`config.mk`:
```
export PLATFORM = sky130hd
export DESIGN_NAME = bf_tape_arbiter
export DESIGN_NICKNAME = d
export VERILOG_FILES = /design/src/rtl/bf_tape_arbiter.sv
export SDC_FILE = /design/constraint.sdc
export NUM_CORES = 1
export LEC_CHECK = 0
export BUFFER_PORTS_ARGS = -buffer_cell sky130_fd_sc_hd__buf_2
export CAP_MARGIN = 10
export CORE_UTILIZATION = 39
export CTS_CLUSTER_SIZE = 28
export DETAILED_ROUTE_END_ITERATION = 7
export PLACE_DENSITY = 0.84
export REMOVE_ABC_BUFFERS = 1
export SETUP_SLACK_MARGIN = 0.5
export SLEW_MARGIN = 5
export SYNTH_ARGS = -nofsm -noshare
export SYNTH_HDL_FRONTEND = slang
export SYNTH_SLANG_ARGS = --single-unit
export TNS_END_PERCENT = 20
```
`constraint.sdc`:
```
create_clock -name i_clock -period 2.1 [get_ports i_clock]
set_input_delay 0.21 -clock i_clock [delete_from_list [all_inputs] [get_ports i_clock]]
set_output_delay 0.21 -clock i_clock [all_outputs]
set_load 0.02 [all_outputs]
```
`src/rtl/bf_tape_arbiter.sv`:
```
// bf_tape_arbiter: shares the single-port tape RAM between the interpreter core and a host port
module bf_tape_arbiter #(
    parameter int M        = 8,
    parameter int W        = 8,
    parameter int HOST_MAX = 4
) (
    input  logic         i_clock,
    input  logic         i_reset,
    input  logic         i_core_req,
    input  logic         i_core_we,
    input  logic [M-1:0] i_core_addr,
    input  logic [W-1:0] i_core_wdata,
    output logic         o_core_gnt,
    output logic         o_core_rvalid,
    output logic [W-1:0] o_core_rdata,
    input  logic         i_host_req,
    input  logic         i_host_we,
    input  logic [M-1:0] i_host_addr,
    input  logic [W-1:0] i_host_wdata,
    output logic         o_host_gnt,
    output logic         o_host_rvalid,
    output logic [W-1:0] o_host_rdata,
    output logic         o_mem_en,
    output logic         o_mem_we,
    output logic [M-1:0] o_mem_addr,
    output logic [W-1:0] o_mem_wdata,
    input  logic [W-1:0] i_mem_rdata,
    output logic         o_starve
);
    localparam int CW = $clog2(HOST_MAX + 1);
    localparam logic [CW-1:0] MAX_CNT = CW'(HOST_MAX);

    logic [CW-1:0] r_wait_cnt;
    logic          r_rd_valid;
    logic          r_rd_host;
    logic [W-1:0]  r_core_rdata;
    logic [W-1:0]  r_host_rdata;
    logic          w_force;
    logic          w_host_gnt;
    logic          w_core_gnt;

    // Priority grant: core first unless the host has waited HOST_MAX cycles
    always_comb begin
        w_force     = i_host_req & (r_wait_cnt == MAX_CNT);
        w_host_gnt  = ~i_reset & i_host_req & (w_force | ~i_core_req);
        w_core_gnt  = ~i_reset & i_core_req & ~w_host_gnt;
        o_host_gnt  = w_host_gnt;
        o_core_gnt  = w_core_gnt;
        o_starve    = ~i_reset & w_force;
        o_mem_en    = w_host_gnt | w_core_gnt;
        o_mem_we    = w_host_gnt ? i_host_we    : w_core_gnt ? i_core_we    : 1'b0;
        o_mem_addr  = w_host_gnt ? i_host_addr  : w_core_gnt ? i_core_addr  : '0;
        o_mem_wdata = w_host_gnt ? i_host_wdata : w_core_gnt ? i_core_wdata : '0;
    end

    // Read return steering: RAM data passes straight through while valid, else last value held
    always_comb begin
        o_core_rvalid = ~i_reset & r_rd_valid & ~r_rd_host;
        o_host_rvalid = ~i_reset & r_rd_valid & r_rd_host;
        o_core_rdata  = o_core_rvalid ? i_mem_rdata : r_core_rdata;
        o_host_rdata  = o_host_rvalid ? i_mem_rdata : r_host_rdata;
    end

    // Host wait counter, read-return tag and held read data
    always_ff @(posedge i_clock) begin
        if (i_reset) begin
            r_wait_cnt   <= '0;
            r_rd_valid   <= 1'b0;
            r_rd_host    <= 1'b0;
            r_core_rdata <= '0;
            r_host_rdata <= '0;
        end else begin
            r_wait_cnt   <= (w_host_gnt | ~i_host_req) ? '0 :
                            (r_wait_cnt == MAX_CNT) ? MAX_CNT : r_wait_cnt + 1'b1;
            r_rd_valid   <= o_mem_en & ~o_mem_we;
            r_rd_host    <= w_host_gnt;
            r_core_rdata <= o_core_rdata;
            r_host_rdata <= o_host_rdata;
        end
    end
endmodule

```
==> summary.txt, run 1 <==
Outcome
  – Result of the run: finished clean

Pwr
  – Cell-internal power: ~0.00062 W
  – Total net switching power: roughly 0.00025 W
  – Cell area power density: between 400 and 500 mW/mm2
  – Combinational share of power: 0.307
  – Reg power frac: 0.479
  – Switch share: 0.2860
  – Clock group share of total power: 0.214
  – Leakage dissipation: 0.9442 nW
  – Maximum vdd ir drop: 420.3 uV
  – Post-layout power: roughly 0.00086 W

Worst setup path
  – Type of the worst setup path: flop to output port
  – Required time of the critical path: roughly 1.9 ns
  – Worst path slowest cell: sky130_fd_sc_hd__dfxtp_2
  – Startpoint class of the critical path: flop
  – Largest stage delay, worst path: 0.36 ns
  – Worst-path cell chain: inv_2 -> ha_4 -> a311oi_4 -> buf_6 -> a22o_2 -> buf_2
  – Crit end category: output port
  – Crit path arrival time: approximately 1.7 ns
  – Top fanout value on the critical path: 5

Clocking
  – Clock buffer count from CTS: 3
  – Clock tree from TritonCTS: yes
  – Maximum level of the CTS H-tree: 1
  – Number of hold-repair buffers added at the cts stage: 0
  – Register clock-pin slew on the reported worst setup and hold paths: approximately 0.11 ns
  – Clock tree root driver cell: sky130_fd_sc_hd__clkbuf_4
  – Maximum clock path buffer count: 2
  – Number of sinks handled by clock tree synthesis: 21
  – Clock network latency to the later pin of the worst-skew pair: 0.29 ns

Finish
  – Final non-filler cell total: 222
  – Synthesis-to-finish area growth: 62.72%
  – Fillers: between 200 and 250
  – Fraction of final layout cells sized beyond drive strength 1: 0.7292
  – Area taken by flip-flops and latches: roughly 420 um2
  – Total number of nets in the final design: around 240
  – Number of antenna repair diodes: 0
  – Area occupied by multi-input gates: around 690 um2

STA
  – Minimum hold slack: between 0.1 and 0.15 ns
  – Clock Skew: ~0.0028 ns
  – Measured slew at the worst slew-check pin: approximately 0.4 ns
  – Worst setup slack after layout: ~0.22 ns
  – Final Max Tran Viols: 0
  – Number of endpoints with negative hold slack in the final report: 0
  – Final setup violation count: 0
  – Final critical-path required period: roughly 1.9 ns
  – Unrepaired setup endpoints after global routing: true
  – Peak Freq: 533.0 MHz
  – Post-route fraction of the period consumed by the critical path: 0.8933
  – Worst slew margin relative to its limit: 0.7346

Die
  – Ports placed on the boundary: 85
  – Floorplan die area: 0.003003 mm2
  – Starting density of the core: 0.4272
  – Core footprint: 0.002545 mm2
  – Horizontal die dimension: approximately 55 um
  – Cell row count: 18
  – Vertical die dimension: 54.80 um

Synthesis
  – Synth Warn #: 0
  – #FFs+latches synth: 21
  – Yosys top cell by area: sky130_fd_sc_hd__dfxtp_1
  – Area of the mapped netlist: around 0.0011 mm2
  – Post-synthesis sequential area ratio: 0.3867
  – Area share of the largest cell type after synthesis: 0.3867
  – Synthesized instance count: 100
  – Avg Inst Size Synth: 10.87 um2
  – Largest cells by area after synthesis: sky130_fd_sc_hd__dfxtp_1 39%, sky130_fd_sc_hd__mux2_2 17%, sky130_fd_sc_hd__a22o_2 16%
  – Distinct cell type count after synthesis: 24

Global route
  – Pin count of the biggest net entering global routing: 23
  – Congestion Overflow GR: 0
  – Tot GR Track Use: 0.2168
  – Antenna violations before repair: 0
  – Via count of the first global-routing pass: roughly 980
  – First-pass GRT wire length: 4554 um

Flow run
  – Max-capacitance violation count: 0

Detailed routing
  – DRC violations left: 0
  – Residual antenna-violating net count after detailed routing: 0
  – DRC marker count from the first detailed-route iteration: 10
  – Sum of routed wire length over all layers: between 3000 and 4000 um
  – Length of the first detailed-routing pass in iterations: 4
  – Via total after detailed routing: about 1,100
  – Per-cell routed wire length: between 10 and 15 um
  – Vias per cell: a little under 5

Placed design
  – Sum of net half-perimeters after detailed placement: ~2300 um
  – PortBufs: 84
  – Number of placed instances, taps included: ~210
  – GP Congestion: between 0.7 and 0.8
  – Worst-case setup slack after placement: between 0.2 and 0.25 ns

Worst hold path
  – Class of the most critical hold timing path: input port to flop
[area by class of cell]
class                      count  share of cell area
multi-input combinational     69              0.3911
timing repair buffer          93              0.3232
sequential                    21              0.2390
tap                           30             0.02122
clock buffer                   4             0.01485
inverter                       5             0.01061
[synthesized netlist by cell type]
master                     count
sky130_fd_sc_hd__dfxtp_1      21
sky130_fd_sc_hd__and2_1        2
sky130_fd_sc_hd__a21oi_1       2
sky130_fd_sc_hd__nand2b_1      1
sky130_fd_sc_hd__nor2b_1      16
sky130_fd_sc_hd__buf_6         2
sky130_fd_sc_hd__a311oi_4      1
sky130_fd_sc_hd__clkbuf_1      1
sky130_fd_sc_hd__nand2_1       1
sky130_fd_sc_hd__inv_2         1
sky130_fd_sc_hd__nand3b_1      1
sky130_fd_sc_hd__ha_1          2
sky130_fd_sc_hd__a22o_2       17
sky130_fd_sc_hd__or2_2         1
sky130_fd_sc_hd__nor2_1        4
sky130_fd_sc_hd__mux2_2       16
sky130_fd_sc_hd__inv_1         4
sky130_fd_sc_hd__a21oi_2       1
sky130_fd_sc_hd__buf_4         1
sky130_fd_sc_hd__nor3b_1       1
sky130_fd_sc_hd__buf_2         1
sky130_fd_sc_hd__mux2i_1       1
sky130_fd_sc_hd__nand3b_2      1
sky130_fd_sc_hd__a221oi_1      1
[layout by cell type, fill, tap and decap left out]
cell type	count
sky130_fd_sc_hd__ha_4	1
sky130_fd_sc_hd__inv_2	3
sky130_fd_sc_hd__nor2b_1	16
sky130_fd_sc_hd__and2_1	2
sky130_fd_sc_hd__nand2_2	1
sky130_fd_sc_hd__a21oi_1	2
sky130_fd_sc_hd__buf_6	15
sky130_fd_sc_hd__a22o_2	9
sky130_fd_sc_hd__nor2_1	4
sky130_fd_sc_hd__dfxtp_1	19
sky130_fd_sc_hd__a311oi_4	1
sky130_fd_sc_hd__a221oi_1	1
sky130_fd_sc_hd__buf_2	73
sky130_fd_sc_hd__dfxtp_2	2
sky130_fd_sc_hd__or2_2	1
sky130_fd_sc_hd__ha_1	1
sky130_fd_sc_hd__mux2i_1	1
sky130_fd_sc_hd__inv_1	2
sky130_fd_sc_hd__a22o_4	8
sky130_fd_sc_hd__nand3b_2	1
sky130_fd_sc_hd__clkbuf_1	1
sky130_fd_sc_hd__nor3b_1	1
sky130_fd_sc_hd__nand3b_1	1
sky130_fd_sc_hd__a21oi_4	1
sky130_fd_sc_hd__mux2_2	16
sky130_fd_sc_hd__clkbuf_4	3
sky130_fd_sc_hd__nand2b_1	1
sky130_fd_sc_hd__buf_4	5
[timing repair]
action | 4_1_cts | 5_1_grt
pin swaps | 4 | 1
setup endpoints to repair | 37 | 35
setup buffers | 2 | 1
gates resized for setup | 36 | 9
gates cloned | 3 | 0
[state kept, by name (all words and copies together), names as in the netlist]
register / cells
r_wait_cnt: 3
r_rd_valid: 1
r_rd_host: 1
r_host_rdata: 8
r_core_rdata: 8
[per-layer routing]
layer,track usage,share of wire,vias up
met5,0,0,-
met4,0.02564,0.0073,0
met3,0.04167,0.036,4
met2,0.4016,0.57,27
met1,0.2604,0.39,520
li1,-,-,549
[per-stage QoR]
stage | cell area [um2] | TNS, ns | util
6_report | 1769 | 0 | 0.6952
5_1_grt | 1769 | 0 | 0.6952
4_1_cts | 1725 | 0 | 0.6780
3_5_place_dp | 1529 | 0 | 0.6008
3_3_place_gp | 1529 | 0 | 0.6008
2_1_floorplan | 1049 | -0.6255 | -
[worst max-delay path: cells and delay by family, from the launching register on]
| kind | cells | cell delay (ns) |
|---|---|---|
| buffers and inverters | 3 | 0.39 |
| AOI/OAI and AO/OA | 2 | 0.46 |
| adders and majority gates | 1 | 0.17 |
| DFF | 1 | 0.36 |
[worst paths after layout]
| path | from | endpoint | slack (ns) | cells past startpoint |
|---|---|---|---|---|
| worst max register to register | r_rd_valid | r_core_rdata[3] | 0.70 | 4 |
| worst max-delay path | r_wait_cnt[1] | o_mem_wdata[3] | 0.22 | 6 |
| worst min-delay path | i_host_we | r_rd_valid | 0.13 | 2 |
| worst min register to register | r_wait_cnt[0] | r_wait_cnt[0] | 0.56 | 2 |
[cells by family (layout without fill, tap and decap cells)]
kind of cell,Yosys count,after routing,share of synthesized area
muxes,17,17,0.1749
buffers and inverters,10,102,0.05292
and+or+nand+nor,28,28,0.1565
adders and majority gates,2,2,0.02301
AOI/OAI and AO/OA,22,22,0.2060
DFF,21,21,0.3866
[power groups by stage]
stage | Combinational [W] | Clock (W) | Sequential (W)
floorplan | 0.000119 | 0 | 0.000421
global placement | 0.000210 | 0 | 0.000421
detailed placement | 0.000216 | 0 | 0.000422
CTS | 0.000254 | 0.000194 | 0.000413
global route | 0.000281 | 0.000212 | 0.000415
finish | 0.000265 | 0.000185 | 0.000413
Power figures use the tool's default switching activity.
==> run 2: changes to the inputs <==
Settings changed: CORE_UTILIZATION 39 to 42, PLACE_DENSITY 0.84 to 0.9.
Clock period 2.1 ns to 2.2 ns, I/O delays scaled along.
==> summary.txt, run 2 (synthesis gave the netlist of run 1 again) <==
Die
  – Floorplan die area: 0.002796 mm2
  – Cell row count: 18
  – Vertical die dimension: approximately 53 um
  – Starting density of the core: 0.4429
  – Ports placed on the boundary: 85
  – Horizontal die dimension: around 53 um
  – Core footprint: roughly 0.0025 mm2

Worst setup path
  – Crit-path most repeated cell: sky130_fd_sc_hd__buf_6
  – Startpoint class of the critical path: flop
  – Crit path arrival time: 1.66 ns
  – Type of the worst setup path: flop to output port
  – Crit end category: output port
  – Required time of the critical path: 1.98 ns
  – Top fanout value on the critical path: 5
  – Worst-path cell chain: inv_2 -> ha_4 -> a311oi_4 -> buf_6 -> buf_6 -> a22o_4 -> buf_6
  – Largest stage delay, worst path: about 0.35 ns
  – Number of cells on the worst reg-to-reg path: 8
  – Worst path slowest cell: sky130_fd_sc_hd__dfxtp_2

Detailed routing
  – Residual antenna-violating net count after detailed routing: 0
  – Vias per cell: approximately 5.1
  – DRC marker count from the first detailed-route iteration: 13
  – Length of the first detailed-routing pass in iterations: 4
  – Sum of routed wire length over all layers: 3767 um
  – Per-cell routed wire length: roughly 17 um
  – Via total after detailed routing: ~1,200
  – DRC violations left: 0

Global route
  – Antenna violations before repair: 0
  – Pin count of the biggest net entering global routing: 23
  – First-pass GRT wire length: 4816 um
  – Tot GR Track Use: 0.2461
  – Via count of the first global-routing pass: between 1,000 and 1,500
  – Congestion Overflow GR: 0

STA
  – Number of endpoints with negative hold slack in the final report: 0
  – Total Neg Setup Slack: 0 ns
  – Post-route fraction of the period consumed by the critical path: 0.8556
  – Final critical-path required period: about 1.9 ns
  – Final Max Tran Viols: 0
  – Clock Skew: approximately 0.0066 ns
  – Measured slew at the worst slew-check pin: about 0.40 ns
  – Unrepaired setup endpoints after global routing: true
  – Final setup violation count: 0
  – Worst slew margin relative to its limit: 0.7314
  – Peak Freq: ~530 MHz

Clocking
  – Clock buffer count from CTS: 3
  – Number of hold-repair buffers added at the cts stage: 0
  – Maximum level of the CTS H-tree: 1
  – Clock network latency to the later pin of the worst-skew pair: approximately 0.31 ns
  – Number of sinks handled by clock tree synthesis: 21
  – Clock tree from TritonCTS: yes
  – Maximum clock path buffer count: 2
  – Clock tree root driver cell: sky130_fd_sc_hd__clkbuf_4
  – Register clock-pin slew on the reported worst setup and hold paths: approximately 0.11 ns

Pwr
  – Maximum vdd ir drop: roughly 560 uV
  – Cell area power density: roughly 450 mW/mm2
  – Leakage dissipation: 1.023 nW

Placed design
  – Sum of net half-perimeters after detailed placement: around 2200 um
  – GP Congestion: around 0.75
  – PortBufs: between 80 and 90
  – Post-DP Area: between 0.0015 and 0.002 mm2

Finish
  – Total number of nets in the final design: roughly 250
  – Area occupied by multi-input gates: roughly 760 um2
  – Area taken by flip-flops and latches: approximately 420 um2
  – Fraction of final layout cells sized beyond drive strength 1: 0.7411
  – Fillers: between 150 and 200
  – Commonest non-fill, non-tap cell in the layout: sky130_fd_sc_hd__buf_2
  – Most frequent cells in the layout: 68 x sky130_fd_sc_hd__buf_2, 24 x sky130_fd_sc_hd__buf_6, 19 x sky130_fd_sc_hd__dfxtp_1
  – Number of antenna repair diodes: 0
  – Synthesis-to-finish area growth: 77.10%
  – Final non-filler cell area: about 0.0019 mm2
  – Largest registers ranked by flip-flop count: r_core_rdata: 8 flops, r_host_rdata: 8 flops, r_wait_cnt: 3 flops

Flow run
  – Max-capacitance violation count: 0

Worst hold path
  – Class of the most critical hold timing path: input port to flop
  – Number of instances on the worst hold path: 2

Outcome
  – Result of the run: finished clean
[run 2: worst paths after layout]
path	start	endpoint	slack [ns]
worst max-delay path	r_wait_cnt[0]	o_mem_wdata[5]	0.32
worst min-delay path	i_host_we	r_rd_valid	0.12
worst min register to register	r_wait_cnt[0]	r_wait_cnt[0]	0.56
worst max register to register	r_wait_cnt[0]	r_rd_valid	0.70
[run 2: through the flow]
| step | power [W] | worst slack [ns] | hold slack (ns) | utilization | instances |
|---|---|---|---|---|---|
| after floorplan | 0.0005149 | 0.03816 | 0.2916 | - | 95 |
| after global placement | 0.0006020 | 0.5605 | 0.4399 | 0.6228 | 212 |
| after detailed placement | 0.0006080 | 0.4967 | 0.4372 | 0.6228 | 212 |
| after CTS | 0.0008225 | 0.3245 | 0.09422 | 0.6988 | 224 |
| after global routing | 0.0009051 | 0.2671 | 0.1306 | 0.7844 | 227 |
| final | 0.0008723 | 0.3176 | 0.1198 | 0.7844 | 227 |
[run 2: what timing repair did]
action,4_1_cts,5_1_grt
endpoints found under the hold margin,0,0
endpoints found under the setup margin,27,31
resized for setup,35,39
pin swaps,4,2
buffers inserted,2,2
cloned,6,1
[run 2: routing by layer]
metal,vias to the layer above,share of wire,GRT usage
met4,0,0.014,0.09211
met1,577,0.38,0.2683
met3,6,0.042,0.06897
li1,552,-,-
met2,31,0.56,0.4451
met5,-,0,0
[run 2: critical path: cells and delay by family, from the launching register on]
family / cells / cell delay (ns)
buf+inv: 4 / 0.45
compound gates: 2 / 0.38
flops: 1 / 0.35
fa+ha+maj: 1 / 0.17
[run 2: final cells by class]
class	instances	share of cell area
Clock buffer	4	0.01365
Inverter	5	0.009747
Multi-Input combinational cell	69	0.3970
Sequential cell	21	0.2196
Tap cell	30	0.01949
Timing Repair Buffer	98	0.3405
[run 2: power by group]
part	internal, W	total (W)	switching [W]
registers	0.000391	0.000395	0.00000393
logic	0.000150	0.000290	0.000140
clock network	0.0000710	0.000188	0.000117
total	0.000612	0.000872	0.000261
==> run 3: changes to the inputs <==
Settings changed: ABC_AREA from default to 1, CORE_UTILIZATION 42 to 44, PLACE_DENSITY 0.9 to 0.89, SKIP_LAST_GASP from default to 1.
==> summary.txt, run 3 <==
Synthesis
  – Synthesized instance count: 199
  – Dominant register cell in the synthesized netlist: sky130_fd_sc_hd__dfxtp_1
  – Largest cells by area after synthesis: sky130_fd_sc_hd__dfxtp_1 34%, sky130_fd_sc_hd__nand2_1 23%, sky130_fd_sc_hd__inv_1 13%
  – Avg Inst Size Synth: 6.231 um2
  – Distinct cell type count after synthesis: 22
  – Share of synthesized registers carrying an async set or reset: 0
  – Area share of the largest cell type after synthesis: 0.3391
  – #FFs+latches synth: 21
  – Area of the mapped netlist: 0.001240 mm2
  – Most frequently used cell type in the post-synthesis netlist: sky130_fd_sc_hd__nand2_1
  – Post-synthesis sequential area ratio: 0.3391
  – Synth Warn #: 0
  – Post-synth EDFFs: 0
  – Top cells by count, synth: 77 x sky130_fd_sc_hd__nand2_1, 42 x sky130_fd_sc_hd__inv_1, 22 x sky130_fd_sc_hd__nor2_1
  – Yosys top cell by area: sky130_fd_sc_hd__dfxtp_1

Detailed routing
  – Via total after detailed routing: 1,465
  – Residual antenna-violating net count after detailed routing: 0
  – Sum of routed wire length over all layers: roughly 3300 um
  – Per-cell routed wire length: roughly 10 um
  – Length of the first detailed-routing pass in iterations: 4
  – DRC violations left: 0
  – DRC marker count from the first detailed-route iteration: 15
  – Vias per cell: roughly 4.6

Worst setup path
  – R2R Path Start: r_wait_cnt[0]
  – Cell type group with the largest total delay on the critical path: buffers and inverters
  – Crit. Startpoint: r_wait_cnt[0]
  – Startpoint class of the critical path: flop
  – Type of the worst setup path: flop to output port
  – Number of logic stages on the critical path including buffering: 9
  – Required time of the critical path: approximately 2.0 ns
  – Number of cells on the worst reg-to-reg path: 9
  – Worst path slowest cell: sky130_fd_sc_hd__dfxtp_2
  – Crit path arrival time: 1.54 ns
  – Worst-path cell chain: inv_2 -> ha_4 -> nand3_4 -> nand2_4 -> clkinvlp_4 -> buf_6 -> nand2_4 -> nand2_2 -> buf_6
  – Largest stage delay, worst path: between 0.3 and 0.4 ns
  – Crit end category: output port
  – Setup slack, reg-to-reg: roughly 0.83 ns
  – Top fanout value on the critical path: 4
  – WP buf/inv: 4
  – Reg2Reg Capture Point: r_wait_cnt[2]
  – Worst Setup EP: o_mem_addr[4]

Global route
  – Congestion Overflow GR: 0
  – Via count of the first global-routing pass: around 1,300
  – Antenna violations before repair: 0
  – First-pass GRT wire length: approximately 4900 um
  – Tot GR Track Use: 0.2280
  – Pin count of the biggest net entering global routing: 22

Finish
  – Number of antenna repair diodes: 0
  – Post-Route Utilization: 0.7329
  – Area taken by flip-flops and latches: roughly 420 um2
  – Area occupied by multi-input gates: 671.9 um2
  – Fillers: ~220
  – Most frequent cells in the layout: 73 x sky130_fd_sc_hd__buf_2, 63 x sky130_fd_sc_hd__nand2_1, 40 x sky130_fd_sc_hd__inv_1
  – Fraction of final layout cells sized beyond drive strength 1: 0.4325
  – Synthesis-to-finish area growth: 51.77%
  – Total number of nets in the final design: between 300 and 400
  – Final non-filler cell total: approximately 320
  – Largest registers ranked by flip-flop count: r_core_rdata: 8 flops, r_host_rdata: 8 flops, r_wait_cnt: 3 flops
  – Commonest non-fill, non-tap cell in the layout: sky130_fd_sc_hd__buf_2

STA
  – Final Max Tran Viols: 0
  – Total Neg Setup Slack: 0 ns
  – Final setup violation count: 0
  – Measured slew at the worst slew-check pin: approximately 0.49 ns
  – Peak Freq: between 500 and 600 MHz
  – Number of endpoints with negative hold slack in the final report: 0
  – Final critical-path required period: approximately 1.8 ns
  – Post-route fraction of the period consumed by the critical path: 0.8009
  – Unrepaired setup endpoints after global routing: true
  – Clock Skew: between 0.005 and 0.006 ns
  – Minimum hold slack: 0.1816 ns
  – Worst slew margin relative to its limit: 0.6745

Clocking
  – Clock network latency to the later pin of the worst-skew pair: just over 0.3 ns
  – Maximum clock path buffer count: 2
  – Register clock-pin slew on the reported worst setup and hold paths: roughly 0.12 ns
  – Number of hold-repair buffers added at the cts stage: 0
  – Clock buffer count from CTS: 3
  – Maximum level of the CTS H-tree: 1
  – Clock tree from TritonCTS: yes
  – Number of sinks handled by clock tree synthesis: 21
  – Clock tree root driver cell: sky130_fd_sc_hd__clkbuf_4

Pwr
  – Cell area power density: about 470 mW/mm2
  – Cell-internal power: roughly 0.00058 W
  – Maximum vdd ir drop: roughly 320 uV
  – Combinational share of power: 0.331
  – Clock group share of total power: 0.211
  – Total net switching power: around 0.00030 W
  – Leakage dissipation: 1.233 nW
  – Post-layout power: slightly below 0.0009 W
  – Switch share: 0.3402
  – Reg power frac: 0.458

Die
  – Vertical die dimension: around 55 um
  – Core footprint: approximately 0.0026 mm2
  – Floorplan die area: 0.003034 mm2
  – Starting density of the core: 0.4829
  – Horizontal die dimension: 55.09 um
  – Ports placed on the boundary: 85
  – Cell row count: 18

Placed design
  – PortBufs: 84
  – Sum of net half-perimeters after detailed placement: ~2300 um
  – GP Congestion: between 0.7 and 0.8
  – Number of placed instances, taps included: 308

Worst hold path
  – Class of the most critical hold timing path: input port to flop

Outcome
  – Result of the run: finished clean

Flow run
  – Max-capacitance violation count: 0
==> run 3: routing by layer <==
| metal | up-vias | GRT usage | wire (um) |
|---|---|---|---|
| li1 | 751 | - | - |
| met1 | 644 | 0.2142 | 1197 |
| met2 | 62 | 0.4880 | 1808 |
| met3 | 8 | 0.02732 | 228 |
| met4 | 0 | 0.07500 | 83 |
| met5 | - | 0 | 0 |
==> run 3: per-stage QoR <==
step	instance area, um2	setup slack [ns]
2_1_floorplan	1190	0.7679
3_3_place_gp	1648	0.6613
3_5_place_dp	1648	0.6107
4_1_cts	1842	0.4673
5_1_grt	1882	0.3829
6_report	1882	0.4380
==> run 3: worst min path at each step <==
stage,from,endpoint,cells after the start
2_1_floorplan,i_reset,r_core_rdata[0],1
3_3_place_gp,r_wait_cnt[0],r_wait_cnt[0],1
3_5_place_dp,r_wait_cnt[0],r_wait_cnt[0],1
4_1_cts,i_mem_rdata[7],r_host_rdata[7],3
5_1_grt,i_mem_rdata[7],r_host_rdata[7],3
6_report,i_mem_rdata[5],r_host_rdata[5],3
==> run 3: final cells by class <==
type	count	share of cell area
multi-input cells	127	0.3570
repair buffers	90	0.2819
flip-flops and latches	21	0.2247
inverters	46	0.09774
well taps	30	0.01995
clock buffers	3	0.01197
repair inverters	1	0.003989
clock inverters	1	0.002660
==> run 3: kinds of logic after synthesis <==
kind of cell	share of synthesized area
DFF	0.3390
AOI/OAI and AO/OA	0.03228
and+or+nand+nor	0.4178
buffers and inverters	0.1836
xor gates and xnor gates	0.007065
adders and majority gates	0.02018
==> run 3: power by group through the flow <==
stage	logic (W)	registers (W)	clock network [W]
after floorplan	0.000148	0.000412	0
after global placement	0.000249	0.000412	0
after detailed placement	0.000252	0.000413	0
after CTS	0.000283	0.000405	0.000188
after global routing	0.000323	0.000407	0.000205
final	0.000293	0.000405	0.000187
==> run 3: what timing repair did <==
| action | CTS | global route |
|---|---|---|
| gates cloned | 1 | 0 |
| pin swaps | 10 | 5 |
| buffers inserted | 6 | 0 |
| endpoints found under the setup margin | 25 | 34 |
| gates resized for setup | 38 | 16 |
==> run 3: worst reg2reg max path, stage by stage (launching register included) <==
cell                         delay [ns]
sky130_fd_sc_hd__dfxtp_2           0.35
sky130_fd_sc_hd__inv_2             0.07
sky130_fd_sc_hd__ha_4              0.15
sky130_fd_sc_hd__nand3_4           0.07
sky130_fd_sc_hd__nand2_4           0.10
sky130_fd_sc_hd__clkinvlp_4        0.12
sky130_fd_sc_hd__buf_6             0.15
sky130_fd_sc_hd__buf_4             0.13
sky130_fd_sc_hd__nand2_1           0.09
sky130_fd_sc_hd__nor2_1            0.05
